File: config.mk
export PLATFORM = sky130hd
export DESIGN_NAME = controlador_display_multiplexado
export DESIGN_NICKNAME = d
export VERILOG_FILES = /design/src/rtl/controlador_display_multiplexado_pkg.sv /design/src/rtl/controlador_display_multiplexado_7seg.sv /design/src/rtl/controlador_display_multiplexado.sv
export SDC_FILE = /design/constraint.sdc
export NUM_CORES = 1
export LEC_CHECK = 0
export BUFFER_PORTS_ARGS = -buffer_cell sky130_fd_sc_hd__buf_2
export CORE_MARGIN = 5
export CORE_UTILIZATION = 59
export CTS_CLUSTER_SIZE = 30
export DETAILED_ROUTE_END_ITERATION = 10
export GPL_TIMING_DRIVEN = 1
export PLACE_DENSITY = 0.81
export SLEW_MARGIN = 20
export SYNTH_ARGS = -nofsm -noshare
export SYNTH_HDL_FRONTEND = slang
export SYNTH_SLANG_ARGS = --single-unit
File: constraint.sdc
create_clock -name clk -period 4.07 [get_ports clk]
set_clock_uncertainty 0.05 [all_clocks]
set_input_delay 0.407 -clock clk [delete_from_list [all_inputs] [get_ports clk]]
set_output_delay 0.407 -clock clk [all_outputs]
set_load 0.005 [all_outputs]
File: src/rtl/controlador_display_multiplexado_pkg.sv
// Shared constants, handshake state type and counter width helper for the
// multiplexed 7-segment display controller.
package pkg_display;

  localparam logic [6:0] SEG_APAGADO = 7'h7F;

  typedef enum logic {
    LIBRE,
    PENDIENTE
  } estado_carga_t;

  // Bits needed to hold 0..n-1, never less than one bit.
  function automatic int ancho_contador(input int n);
    return (n <= 2) ? 1 : $clog2(n);
  endfunction

endpackage

File: src/rtl/controlador_display_multiplexado_7seg.sv
// Hex nibble to 7-segment decoder; output is active-low, bit order {g..a}.
module modulo_7segmentos (
  input  logic [3:0] data,
  output logic [6:0] display
);

  always_comb begin
    unique case (data)
      4'h0: display = 7'h40;
      4'h1: display = 7'h79;
      4'h2: display = 7'h24;
      4'h3: display = 7'h30;
      4'h4: display = 7'h19;
      4'h5: display = 7'h12;
      4'h6: display = 7'h02;
      4'h7: display = 7'h78;
      4'h8: display = 7'h00;
      4'h9: display = 7'h10;
      4'hA: display = 7'h08;
      4'hB: display = 7'h03;
      4'hC: display = 7'h46;
      4'hD: display = 7'h21;
      4'hE: display = 7'h06;
      default: display = 7'h0E;
    endcase
  end

endmodule

File: src/rtl/controlador_display_multiplexado.sv
// Time-multiplexed N_DIG-digit hex display with frame-atomic valid/ready load.
// Optional anti-ghosting dead time per slot: define CONTROLADOR_DISPLAY_BLANCO_EN.
module controlador_display_multiplexado
  import pkg_display::*;
#(
  parameter int N_DIG         = 4,
  parameter int CICLOS_DIGITO = 100000,
  parameter int CICLOS_BLANCO = 16
) (
  input  logic                 clk,
  input  logic                 rst,
  input  logic [4*N_DIG-1:0]   valor_in,
  input  logic [N_DIG-1:0]     mascara_in,
  input  logic                 cargar,
  output logic                 listo,
  output logic [6:0]           segmentos,
  output logic [N_DIG-1:0]     anodos,
  output logic                 fin_trama
);

  localparam int CNT_W = ancho_contador(CICLOS_DIGITO);
  localparam int IDX_W = ancho_contador(N_DIG);

  if (N_DIG < 2 || N_DIG > 8 || CICLOS_DIGITO < 2 || CICLOS_BLANCO >= CICLOS_DIGITO)
  begin : g_param_invalido
    $error("controlador_display_multiplexado: invalid parameter set");
  end

  logic [CNT_W-1:0]   cnt;
  logic [IDX_W-1:0]   idx;
  logic               tick;
  logic               frontera;

  estado_carga_t      estado, estado_sig;
  logic               captura, commit;

  logic [4*N_DIG-1:0] pend_val, act_val;
  logic [N_DIG-1:0]   pend_mask, act_mask;

  logic [3:0]         nibble_sel;
  logic               digito_on;
  logic [N_DIG-1:0]   sel_onehot;
  logic [6:0]         seg_dec;
  logic               en_blanco;

  assign tick     = (cnt == CNT_W'(CICLOS_DIGITO - 1));
  assign frontera = tick && (idx == IDX_W'(N_DIG - 1));

  // NOTE: sequential state is updated with <= so every register samples the
  // pre-edge values, independent of statement order inside the block.
  always_ff @(posedge clk) begin
    if (rst) begin
      cnt <= '0;
      idx <= '0;
    end else if (tick) begin
      cnt <= '0;
      idx <= (idx == IDX_W'(N_DIG - 1)) ? '0 : idx + IDX_W'(1);
    end else begin
      cnt <= cnt + CNT_W'(1);
    end
  end

  always_ff @(posedge clk) begin
    if (rst) estado <= LIBRE;
    else     estado <= estado_sig;
  end

  // NOTE: every signal driven here gets a default first, so no path through
  // the case can leave one unassigned and infer a latch.
  always_comb begin
    estado_sig = estado;
    listo      = 1'b0;
    captura    = 1'b0;
    commit     = 1'b0;
    unique case (estado)
      LIBRE: begin
        listo = 1'b1;
        if (cargar) begin
          captura    = 1'b1;
          estado_sig = PENDIENTE;
        end
      end
      PENDIENTE: begin
        if (frontera) begin
          commit     = 1'b1;
          estado_sig = LIBRE;
        end
      end
      default: estado_sig = LIBRE;
    endcase
  end

  // NOTE: the frame buffers are plain registers, not a memory, so they are
  // reset; that is what drops a pending frame on rst.
  always_ff @(posedge clk) begin
    if (rst) begin
      pend_val  <= '0;
      pend_mask <= '0;
      act_val   <= '0;
      act_mask  <= '0;
    end else begin
      if (captura) begin
        pend_val  <= valor_in;
        pend_mask <= mascara_in;
      end
      if (commit) begin
        act_val  <= pend_val;
        act_mask <= pend_mask;
      end
    end
  end

  always_comb begin
    nibble_sel = '0;
    digito_on  = 1'b0;
    sel_onehot = '0;
    for (int k = 0; k < N_DIG; k++) begin
      if (idx == IDX_W'(k)) begin
        nibble_sel    = act_val[4*k +: 4];
        digito_on     = act_mask[k];
        sel_onehot[k] = 1'b1;
      end
    end
  end

  modulo_7segmentos u_decoder (
    .data    (nibble_sel),
    .display (seg_dec)
  );

`ifdef CONTROLADOR_DISPLAY_BLANCO_EN
  assign en_blanco = (cnt < CNT_W'(CICLOS_BLANCO));
`else
  assign en_blanco = 1'b0;
`endif

  // Outputs are registered so the display pins never glitch on idx changes.
  always_ff @(posedge clk) begin
    if (rst) begin
      anodos    <= '1;
      segmentos <= SEG_APAGADO;
      fin_trama <= 1'b0;
    end else begin
      fin_trama <= frontera;
      if (digito_on && !en_blanco) begin
        anodos    <= ~sel_onehot;
        segmentos <= seg_dec;
      end else begin
        anodos    <= '1;
        segmentos <= SEG_APAGADO;
      end
    end
  end

endmodule
==> flow_summary.toml <==
[critical_path]
startpoint_type = "flop"
required_ns = 4.21
cp-end-kind = "flop"
critPathArrivalTime_ns = 2.65
critPathKind = "reg -> reg"
crit_path_max_fanout = 9
r2r_slack_ns = 1.56

[floorplanning]
initial_core_util = 0.6046
die_x_um = 82.35
core_sq_um = 5107
rows = 26
io_pins = 36
die-area_sq_um = 6781
die_h_um = 82.35

[route]
drtPass1Iterations = 4
via_per_inst = 5.325
ant_nets = 0
wire_per_inst_um = 12.68
drc = 0
vias = 2476
wl_um = 5895
drtIter0Drc = 104

[synthesis]
yosysWarnings = 0
synth_seq_area_share = 0.4668
ys_types = 47
ys_ff_latch = 72
synthFlopType = "dfxtp_1"
syn_area_sq_um = 3088
syn-instance-count = 363
syn-num-nets = 397
async_reset_ff_frac = 0
syn_avg_cell_area_sq_um = 8.507
synth_edf_count = 0

[timing]
slew_headroom = 0.4511
rsz0062_at_grt = "no"
fin_tns_setup_ns = 0
maxSlewViolCount = 0
fmax_mhz = 398.2
timing.final.crit_share = 0.6171
holdWs_ns = 0.2461
tightest_slew_ns = 0.8234
setup_ws_ns = 1.559
min_period_ns = 2.511
setup_viol = 0
hold_viol_final = 0

[power]
p_leak_nw = 1.268
finalPower_mw = 1.325
powerDensity_nw_per_um2 = 382.7
ir_worst_vdd_mv = 0.2836

[placed_design]
dp_hpwl_um = 4141
place_ws_ns = 1.581
placed_area_sq_um = 3273
port_buffers = 35
numPlacedInstances = 449
place.gp.congestion = 0.8416

[final_layout]
finalInstanceArea_sq_um = 3462
syn_to_final_growth_pct = 12.12
final_util = 0.6779
nets = 424
num_antenna_cells = 0
fin_cells = 465
layout-drive-gt1-share = 0.1595

[clock_tree]
post-cts-setup-buffers = 0
cts.sinks = 72
h-tree-depth = 3
cts_made_buffers = 9
clk_path_buf_depth = 2
cts_resized = 0
cts_tree = "yes"
cts_root_buf = "clkbuf_8"
clk_latency_ns = 0.34
clk_pin_slew_ns = 0.08
hold_buffers = 0

[grt]
grt_remaining_overflow = 0
grt_pass1_wl_um = 10330
grt_pass1_vias = 2337
grt_max_degree = 48
antenna_found_initial = 0
grt_use_total = 0.1951

[flow_run]
cap_violations = 0

[hold_path]
hold_path.class = "in -> reg"

[outcome]
status = "finished, final reports clean"
-- cells by family (layout without fill, tap and decap cells) --
family / count (synthesis) / count (layout) / synth area share
AOI/OAI and AO/OA: 89 / 89 / 0.1815
and+or+nand+nor: 146 / 146 / 0.2233
adders and majority gates: 11 / 11 / 0.04457
xor gates and xnor gates: 12 / 12 / 0.03404
muxes: 2 / 2 / 0.006888
buffers and inverters: 31 / 63 / 0.04295
DFF: 72 / 72 / 0.4668
-- cell usage in the layout (no fill, tap or decap), types with 2 or more instances in the layout --
master | Yosys | routed
nand2_1 | 80 | 80
dfxtp_1 | 72 | 72
a21oi_1 | 46 | 46
buf_2 | 7 | 35
nor2_1 | 24 | 24
o21ai_0 | 24 | 24
ha_1 | 11 | 11
inv_1 | 10 | 10
xor2_1 | 9 | 9
clkbuf_8 | 0 | 9
nor3b_1 | 5 | 5
or3_1 | 5 | 5
nor2b_1 | 5 | 4
nand4_1 | 4 | 4
nand3_1 | 4 | 4
nand3b_1 | 3 | 3
o221ai_1 | 3 | 3
xnor2_1 | 3 | 3
clkinvlp_4 | 0 | 3
a211oi_1 | 2 | 2
a221o_1 | 2 | 2
and4_1 | 2 | 2
a311o_1 | 2 | 2
and3_1 | 2 | 2
nand2_2 | 2 | 2
nor3_1 | 2 | 2
clkbuf_1 | 11 | 2
buf_4 | 0 | 2
-- worst paths after layout --
kind / cells past startpoint / end / start
worst max-delay path: 9 / segmentos[6] / idx[0]
worst min-delay path: 3 / pend_val[12] / valor_in[12]
worst max register to register: 9 / segmentos[6] / idx[0]
worst min register to register: 2 / act_val[15] / pend_val[15]
-- metal layers --
metal / wire length (um) / vias up / GRT usage
met2: 2753 / 40 / 0.3157
met1: 2790 / 1135 / 0.2468
met5: 0 / - / 0
met3: 262 / 10 / 0.04664
li1: - / 1291 / -
met4: 88 / 0 / 0.08472
-- final cells by class --
class                           count  area (sq um)
Fill cell                         446          1645
Multi-Input combinational cell    260          1516
Sequential cell                    72          1441
Timing Repair Buffer               37         190.2
Clock buffer                       11         131.4
Tap cell                           70         87.58
Clock inverter                      5         57.56
Inverter                           10         37.54
-- worst max-delay path: stages (launching register included) --
cell and delay, ns:
dfxtp_1 0.41, inv_1 0.09, ha_1 0.31, nor2_1 0.41, a221o_1 0.36, inv_1 0.12, ha_1 0.23, nand2_1 0.09
a21boi_0 0.19, o211ai_1 0.09
-- cells in the mapped netlist (7+ instances only) --
library cell,count,share of area
nand2_1,80,0.097
dfxtp_1,72,0.47
a21oi_1,46,0.075
nor2_1,24,0.029
o21ai_0,24,0.039
clkbuf_1,11,0.013
ha_1,11,0.045
inv_1,10,0.012
xor2_1,9,0.026
buf_2,7,0.011
-- flip-flops by register name (all words and copies together) (netlist names), 2 cells and up --
signal     count
pend_val      16
anodos         4
cnt           17
segmentos      7
idx            2
act_mask       4
pend_mask      4
act_val       16
-- power breakdown --
| part | internal [mW] | switching (mW) |
|---|---|---|
| registers | 0.718 | 0.00989 |
| logic | 0.0190 | 0.0291 |
| clock network | 0.282 | 0.266 |
| total | 1.02 | 0.305 |
No activity file was read; power rests on OpenSTA's default activity.
